## config.mk

```make
export PLATFORM = sky130hd
export DESIGN_NAME = map_sst_engine
export DESIGN_NICKNAME = d
export VERILOG_FILES = /design/src/rtl/map_sst_engine.sv
export SDC_FILE = /design/constraint.sdc
export NUM_CORES = 1
export LEC_CHECK = 0
export ABC_AREA = 0
export CAP_MARGIN = 15
export CORE_MARGIN = 2
export CORE_UTILIZATION = 45
export CTS_BUF_LIST = sky130_fd_sc_hd__clkbuf_8
export CTS_CLUSTER_DIAMETER = 120
export DETAILED_ROUTE_END_ITERATION = 16
export PLACE_DENSITY_LB_ADDON = 0.12
export SKIP_CTS_REPAIR_TIMING = 1
export SYNTH_ARGS = -nofsm -noshare
export SYNTH_HDL_FRONTEND = slang
export SYNTH_SLANG_ARGS = --single-unit
```

## constraint.sdc

```tcl
create_clock -name clk -period 2.3 [get_ports clk]
set_clock_uncertainty 0.1 [all_clocks]
set_input_delay 0.69 -clock clk [delete_from_list [all_inputs] [get_ports clk]]
set_output_delay 0.69 -clock clk [all_outputs]
set_load 0.1 [all_outputs]
```

## src/rtl/map_sst_engine.sv

```systemverilog
`timescale 1ns/1ps
`default_nettype none
// ============================================================================
// Module      : map_sst_engine
// Description : Save-state sequencer placed in front of a mapper's sst port.
//               SAVE walks register addresses 0..REG_COUNT-1. For each one it
//               samples sst_di and sends the byte out on the tx stream.
//               LOAD takes bytes from the rx stream and writes each one back
//               through sst_we_reg/sst_dato. Each write is held until enough
//               synchronized M2 falling edges have been seen, because the
//               mapper registers are clocked on negedge M2.
// Ports       : clk, rst               - clock, synchronous active-high reset
//               save_req, load_req     - start requests (sampled in IDLE)
//               busy, done, err        - status (done = 1-cycle pulse,
//                                        err = sticky M2 timeout flag)
//               m2                     - CPU M2, asynchronous to clk
//               sst_act, sst_addr,     - mapper save-state interface
//               sst_we_reg, sst_dato,
//               sst_di
//               tx_data/valid/ready    - save byte stream (source)
//               rx_data/valid/ready    - load byte stream (sink)
// Revision    : 1.0 - initial release
// ============================================================================
module map_sst_engine #(
  parameter int REG_COUNT  = 128,
  parameter int SETTLE     = 2,
  parameter int M2_FALLS   = 2,
  parameter int M2_TIMEOUT = 1024
) (
  input  logic       clk,
  input  logic       rst,
  input  logic       save_req,
  input  logic       load_req,
  output logic       busy,
  output logic       done,
  output logic       err,
  input  logic       m2,
  output logic       sst_act,
  output logic [7:0] sst_addr,
  output logic       sst_we_reg,
  output logic [7:0] sst_dato,
  input  logic [7:0] sst_di,
  output logic [7:0] tx_data,
  output logic       tx_valid,
  input  logic       tx_ready,
  input  logic [7:0] rx_data,
  input  logic       rx_valid,
  output logic       rx_ready
);

  // --------------------------------------------------------------------------
  // Constants
  // --------------------------------------------------------------------------
  localparam int c_last_int = REG_COUNT - 1;
  localparam logic [7:0] c_last = c_last_int[7:0];

  localparam int c_settle_w = $clog2(SETTLE + 1);
  localparam int c_falls_w  = $clog2(M2_FALLS + 1);
  localparam int c_to_w     = $clog2(M2_TIMEOUT + 1);

  localparam logic [c_settle_w-1:0] c_settle_last = c_settle_w'(SETTLE - 1);
  localparam logic [c_falls_w-1:0]  c_falls_last  = c_falls_w'(M2_FALLS - 1);
  localparam logic [c_to_w-1:0]     c_to_last     = c_to_w'(M2_TIMEOUT - 1);

  localparam logic [2:0] c_st_idle      = 3'd0;
  localparam logic [2:0] c_st_save_set  = 3'd1;
  localparam logic [2:0] c_st_save_push = 3'd2;
  localparam logic [2:0] c_st_load_pop  = 3'd3;
  localparam logic [2:0] c_st_load_wr   = 3'd4;
  localparam logic [2:0] c_st_load_rel  = 3'd5;
  localparam logic [2:0] c_st_finish    = 3'd6;
  localparam logic [2:0] c_st_err       = 3'd7;

  // --------------------------------------------------------------------------
  // Declarations
  // --------------------------------------------------------------------------
  logic [2:0]            r_state;
  logic [2:0]            w_state_nxt;

  logic                  r_m2_meta;
  logic                  r_m2_sync;
  logic                  r_m2_prev;
  logic                  w_fall;

  logic [7:0]            r_addr;
  logic [7:0]            r_dato;
  logic [7:0]            r_tx_data;
  logic                  r_err;
  logic [c_settle_w-1:0] r_settle_cnt;
  logic [c_falls_w-1:0]  r_fall_cnt;
  logic [c_to_w-1:0]     r_to_cnt;

  logic                  w_accept;
  logic                  w_last;
  logic                  w_settle_done;
  logic                  w_falls_done;
  logic                  w_timeout;

  // --------------------------------------------------------------------------
  // M2 synchronizer and falling-edge detect
  // --------------------------------------------------------------------------
  always_ff @(posedge clk) begin
    if (rst) begin
      r_m2_meta <= 1'b0;
      r_m2_sync <= 1'b0;
      r_m2_prev <= 1'b0;
    end else begin
      r_m2_meta <= m2;
      r_m2_sync <= r_m2_meta;
      r_m2_prev <= r_m2_sync;
    end
  end

  assign w_fall = r_m2_prev & ~r_m2_sync;

  // --------------------------------------------------------------------------
  // Condition decode
  // --------------------------------------------------------------------------
  assign w_accept      = (r_state == c_st_idle) && (save_req || load_req);
  assign w_last        = (r_addr == c_last);
  assign w_settle_done = (r_settle_cnt == c_settle_last);
  // The write is released on the fall that brings the count up to M2_FALLS.
  assign w_falls_done  = w_fall && (r_fall_cnt == c_falls_last);
  assign w_timeout     = (r_to_cnt == c_to_last);

  // --------------------------------------------------------------------------
  // FSM: state register
  // --------------------------------------------------------------------------
  always_ff @(posedge clk) begin
    if (rst) begin
      r_state <= c_st_idle;
    end else begin
      r_state <= w_state_nxt;
    end
  end

  // --------------------------------------------------------------------------
  // FSM: next-state logic
  // --------------------------------------------------------------------------
  always_comb begin
    w_state_nxt = r_state;
    case (r_state)
      c_st_idle: begin
        // save has priority when both requests arrive together
        if (save_req) begin
          w_state_nxt = c_st_save_set;
        end else if (load_req) begin
          w_state_nxt = c_st_load_pop;
        end
      end
      c_st_save_set: begin
        if (w_settle_done) begin
          w_state_nxt = c_st_save_push;
        end
      end
      c_st_save_push: begin
        if (tx_ready) begin
          w_state_nxt = w_last ? c_st_finish : c_st_save_set;
        end
      end
      c_st_load_pop: begin
        if (rx_valid) begin
          w_state_nxt = c_st_load_wr;
        end
      end
      c_st_load_wr: begin
        // A fall restarts the timeout, so it takes precedence over the timeout.
        if (w_fall) begin
          if (w_falls_done) begin
            w_state_nxt = c_st_load_rel;
          end
        end else if (w_timeout) begin
          w_state_nxt = c_st_err;
        end
      end
      c_st_load_rel: begin
        w_state_nxt = w_last ? c_st_finish : c_st_load_pop;
      end
      c_st_finish: begin
        w_state_nxt = c_st_idle;
      end
      c_st_err: begin
        w_state_nxt = c_st_idle;
      end
      default: begin
        w_state_nxt = c_st_idle;
      end
    endcase
  end

  // --------------------------------------------------------------------------
  // FSM: output decode
  // --------------------------------------------------------------------------
  always_comb begin
    busy       = 1'b0;
    done       = 1'b0;
    sst_act    = 1'b0;
    sst_we_reg = 1'b0;
    tx_valid   = 1'b0;
    rx_ready   = 1'b0;
    case (r_state)
      c_st_save_set: begin
        busy    = 1'b1;
        sst_act = 1'b1;
      end
      c_st_save_push: begin
        busy     = 1'b1;
        sst_act  = 1'b1;
        tx_valid = 1'b1;
      end
      c_st_load_pop: begin
        busy     = 1'b1;
        sst_act  = 1'b1;
        rx_ready = 1'b1;
      end
      c_st_load_wr: begin
        busy       = 1'b1;
        sst_act    = 1'b1;
        sst_we_reg = 1'b1;
      end
      c_st_load_rel: begin
        busy    = 1'b1;
        sst_act = 1'b1;
      end
      c_st_finish: begin
        busy = 1'b1;
        done = 1'b1;
      end
      c_st_err: begin
        busy = 1'b1;
      end
      default: begin
        busy = 1'b0;
      end
    endcase
  end

  // --------------------------------------------------------------------------
  // Datapath: address, data latches, counters, sticky error
  // --------------------------------------------------------------------------
  always_ff @(posedge clk) begin
    if (rst) begin
      r_addr       <= 8'h00;
      r_dato       <= 8'h00;
      r_tx_data    <= 8'h00;
      r_err        <= 1'b0;
      r_settle_cnt <= '0;
      r_fall_cnt   <= '0;
      r_to_cnt     <= '0;
    end else begin
      case (r_state)
        c_st_idle: begin
          if (w_accept) begin
            r_addr       <= 8'h00;
            r_err        <= 1'b0;
            r_settle_cnt <= '0;
          end
        end
        c_st_save_set: begin
          if (w_settle_done) begin
            r_tx_data <= sst_di;
          end else begin
            r_settle_cnt <= r_settle_cnt + 1'b1;
          end
        end
        c_st_save_push: begin
          if (tx_ready) begin
            r_settle_cnt <= '0;
            // The last address is kept as is, so REG_COUNT=256 never wraps.
            if (!w_last) begin
              r_addr <= r_addr + 1'b1;
            end
          end
        end
        c_st_load_pop: begin
          if (rx_valid) begin
            r_dato     <= rx_data;
            r_fall_cnt <= '0;
            r_to_cnt   <= '0;
          end
        end
        c_st_load_wr: begin
          if (w_fall) begin
            r_fall_cnt <= r_fall_cnt + 1'b1;
            r_to_cnt   <= '0;
          end else if (w_timeout) begin
            r_err <= 1'b1;
          end else begin
            r_to_cnt <= r_to_cnt + 1'b1;
          end
        end
        c_st_load_rel: begin
          if (!w_last) begin
            r_addr <= r_addr + 1'b1;
          end
        end
        default: begin
          r_err <= r_err;
        end
      endcase
    end
  end

  assign sst_addr = r_addr;
  assign sst_dato = r_dato;
  assign tx_data  = r_tx_data;
  assign err      = r_err;

endmodule
`default_nettype wire
```

Word-level counts from Yosys, hierarchy flattened:

Index checks and enable logic that the tools add are counted.

* register bits: 46
* output and inout bits: 31

* add/subtract/negate cells: 4
* equal/unequal tests: 23
* multiplexer cells: 36
* bitwise operators: 2
* reductions and logical operators: 19

Operator list (count)
* $mux W11: 3
* $mux W3: 10
* $mux W8: 3
* $pmux W8 S3: 1
* $pmux W11 S2: 1
* $pmux W3 S7: 1
* $ne A2 B2 Y1 const B: 8
* $eq A3 B3 Y1 const B: 4
* $ne A3 B3 Y1 const B: 4
* $add A11 B1 Y11 const B: 1
* $eq A11 B10 Y1 const B: 1
* $mux W2: 5
* $mux W1: 9
* $reduce_and A3 Y1: 3
* $add A8 B1 Y8 const B: 1
* $eq A8 B7 Y1 const B: 1
* $reduce_and A4 Y1: 2
* $reduce_or A7 Y1: 1
* $eq A3 B2 Y1 const B: 2
* $pmux W2 S3: 1
* $reduce_and A6 Y1: 1
* $reduce_bool A3 Y1: 2
* $reduce_or A5 Y1: 1
* $add A2 B1 Y2 const B: 2
* 12 further kinds: 16

Logic depth before layout (Yosys ltp):

* depth in word-level cells: 6
* mapped depth: 7

Worst setup path after synthesis:

OpenSTA, ideal clock, no wires.

* path type: register -> register
* from: reg r_state[2]
* to: reg r_dato[0], in the netlist sst_dato[0]
* data arrival time: 3641 ps
* slack: -1573 ps
* cell stages (with the launch flop): 7
* path buffers: 2
* period minus slack after synthesis: 3873 ps
* cell sequence: dfxtp_1 -> buf_6 -> buf_4 -> nor3b_1 -> nand2_1 -> nand2_1 -> a21oi_1

* longest elaborated chain between the ends: 2

Ends and longest elaborated chain
* start, declared: RTL line 77 `logic [2:0] r_state;`
* start signal, assigned: RTL line 131 `r_state <= c_st_idle;`
* start signal, assigned: RTL line 133 `r_state <= w_state_nxt;`
* $eq A3 B2 Y1: RTL line 251 `case (r_state)`
* $reduce_and A2 Y1 (no source line)
* end signal, assigned: RTL line 277 `r_dato <= rx_data;`
* end, declared: RTL line 86 `logic [7:0] r_dato;`

No other way between the ends.
A chain may end at the register's enable or synchronous reset.

Worst setup path after layout:

* from: reg r_state[1]
* to: out sst_act

* longest elaborated chain between the ends: 3

Ends and longest elaborated chain
* $eq A3 B3 Y1 (tied with other cells): RTL line 201 `case (r_state)`
* $reduce_or A5 Y1 (no source line) *
* $mux W1 *: RTL line 201
* end, declared: RTL line 38 `output logic sst_act,`

Mark *: on every way between the ends. The rest lies on a longest branch, timed or not.

==> results.toml <==
[run_status]
status = "completed"

[floorplan]
die_w_um = 74.5
num_rows = 25
initial_core_util = 0.471
core-area_mm2 = 0.00475
dieArea_mm2 = 0.00555
ioPinCount = 54
fp.dieH_um = 74.5

[worst_setup_path]
critPathLaunchType = "register"
end_kind = "primary output"
critPathRequiredTime_ns = 1.51
slowest_delay_ns = 0.40
rr_worst_depth = 7
crit_fanout = 10
worst_ep_arrival_time_ns = 1.43
worstPathCellList = "ha_1 -> or2_4 -> buf_12"
cp_slowest_cell = "dfxtp_4"
critical_path_class = "reg -> out"

[placed_design]
place.gp.congestion = 0.838
portBuffers = 53
placed_cell_area_mm2 = 0.00301
hpwl_mm = 3.69
dp_worst_setup_slack_ns = -0.277

[cts]
clkSinkCount = 46
htree_levels = 2
cts_tree = "built"
clock_latency_ns = 0.31
cts_buffer_depth = 2
clkSlewWorstSetupHoldPaths_ns = 0.09
cts_root_buf = "clkbuf_8"
cts-buffers-inserted = 5

[layout]
diodes = 0
drive_gt1_frac = 0.267
area_delta_synth_final_pct = 40.4
nets = 353
num-fill-cells = 408
stdcell_area_mm2 = 0.00314
final_core_util = 0.661

[timing]
finalWorstSetupSlack_ns = 0.0802
hold_viol_final = 0
fmax_mhz = 450
setup-violations-final = 0
tns_ns = 0
drv_slew = 0
worst_slew_pin_slew_ns = 0.448
fin_crit_sh = 0.965
period_needed_ns = 2.22
grt_setup_unrepaired = "false"
slew_headroom = 0.702
hold-worst-slack_ns = 0.340

[global_routing]
grt_max_degree = 23
grt_pass1_wl_mm = 8.71
grt_antenna_before_repair = 0
grt_pass1_vias = 1966
grt.total_usage = 0.203
globalRoute.totalOverflow = 0

[routing]
drt_wl_total_mm = 5.04
drc = 0
wl_met1_mm = 2.42
met3_length_um = 252
via_per_inst = 5.20
vias = 2043
wl_met2_mm = 2.27
routed.top_layer = "met4"
first_pass_iters = 4
routedWlPerCell_um = 12.8
drt_iter0_markers = 108
postRouteAntennaNets = 0

[worst_hold_path]
hold_depth = 2
hp-class = "reg -> reg"

[yosys]
synth_top_family_by_area = "simple AND/OR/NAND/NOR gates"
yosys_warnings = 0
synth_fa_ha_area_frac = 0.0279
synth_cell_type_count = 58
synth_top_area_share = 0.411
ys_async_sr_fraction = 0
synth-simple-area-share = 0.279
synthFlopType = "dfxtp_1"
synth_area_leaders = "dfxtp_1, a21oi_1, mux2i_1, nor2_1, nand2_1"
synth-seq-area-share = 0.411
synth.largest_area_cell = "dfxtp_1"
ys_ff_latch = 46
synth_compound_area_frac = 0.169
synth_edf_count = 0
synth_nets = 288
postSynthAreaPerCell_um2 = 8.61
synthMuxAreaShare = 0.0537
netlist_area_mm2 = 0.00224
synthCells = 260
synthXorXnorAreaFrac = 0.0117

[power]
pwr_density_cell_mw_per_mm2 = 895
ir_drop_mv = 0.625
p_leak_nw = 1.20

[job]
timing.max_cap.violations = 0
[worst max-delay path: cells and delay by family, from the launching register on]
| family | cells | cell delay [ns] |
|---|---|---|
| buffers and inverters | 1 | 0.17 |
| flip-flops | 1 | 0.40 |
| adder cells (fa/ha/maj) | 1 | 0.29 |
| AND/OR/NAND/NOR | 1 | 0.26 |
[power by group]
part,switching [W],total (W),internal (W)
Combinational,0.000824,0.00134,0.000513
Sequential,0.0000942,0.000952,0.000858
Clock,0.000301,0.000522,0.000220
Total,0.00122,0.00281,0.00159
[synth_stat cells, types with 3 or more instances]
library cell,instances
ha_1,5
o211ai_1,3
dfxtp_1,46
clkbuf_1,5
buf_6,4
nor2_1,32
or3_1,6
nor3_1,6
nand2_1,28
o21ai_0,10
inv_1,3
a211oi_1,5
nor2b_1,4
mux2i_1,12
nand3_1,7
or4_1,5
a21oi_1,26
[layer usage]
| layer | vias up | GRT usage |
|---|---|---|
| li1 | 1070 | - |
| met2 | 46 | 0.318 |
| met5 | - | 0 |
| met3 | 10 | 0.0583 |
| met1 | 917 | 0.259 |
| met4 | 0 | 0.0913 |
[logic make-up after synthesis]
kind of cell	count (synthesis)
compound gates	60
xor+xnor	3
fa+ha+maj	5
buf+inv	17
flops	46
mux	12
simple gates	117
[path summary, 6_finish.rpt]
check	startpoint	to	slack, ns
max	r_state[1]	sst_act	0.08
min	r_to_cnt[10]	r_to_cnt[10]	0.34
max reg2reg	sst_addr[0]	sst_addr[5]	0.29
min reg2reg	r_to_cnt[10]	r_to_cnt[10]	0.34
[state kept, by name (all words and copies together) (netlist names)]
| signal | cells |
|---|---|
| r_m2_meta | 1 |
| r_to_cnt | 11 |
| r_state | 3 |
| r_settle_cnt | 2 |
| r_m2_prev | 1 |
| tx_data | 8 |
| r_m2_sync | 1 |
| err | 1 |
| sst_addr | 8 |
| r_fall_cnt | 2 |
| sst_dato | 8 |
[stage by stage]
stage / instances / total power [W]
after floorplan: 260 / 0.00186
final: 393 / 0.00281
after detailed placement: 382 / 0.00225
after global routing: 393 / 0.00296
after global placement: 382 / 0.00224
after CTS: 390 / 0.00277
[layout by cell type, fill, tap and decap left out, types with 3 or more instances in the layout]
cell,n
nor2_1,31
nor3_1,6
or3_1,6
o21ai_0,9
dfxtp_2,7
or4_1,5
inv_1,3
mux2i_1,12
nand3_1,7
buf_4,35
a21oi_1,26
nor2b_1,4
dfxtp_1,37
clkbuf_8,5
ha_1,5
buf_12,13
a211oi_1,5
o211ai_1,3
nand2_1,26
clkdlybuf4s50_1,22
[cell type report]
class	count	area (µm²)	area share
clock buffers	5	68.8	0.0219
clock inverters	3	23.8	0.00757
inverters	4	15.0	0.00478
multi-input cells	197	1260	0.401
flip-flops and latches	46	937	0.298
well taps	67	83.8	0.0267
repair buffers	71	754	0.240
Note: power is estimated with default switching activity, not from simulation.
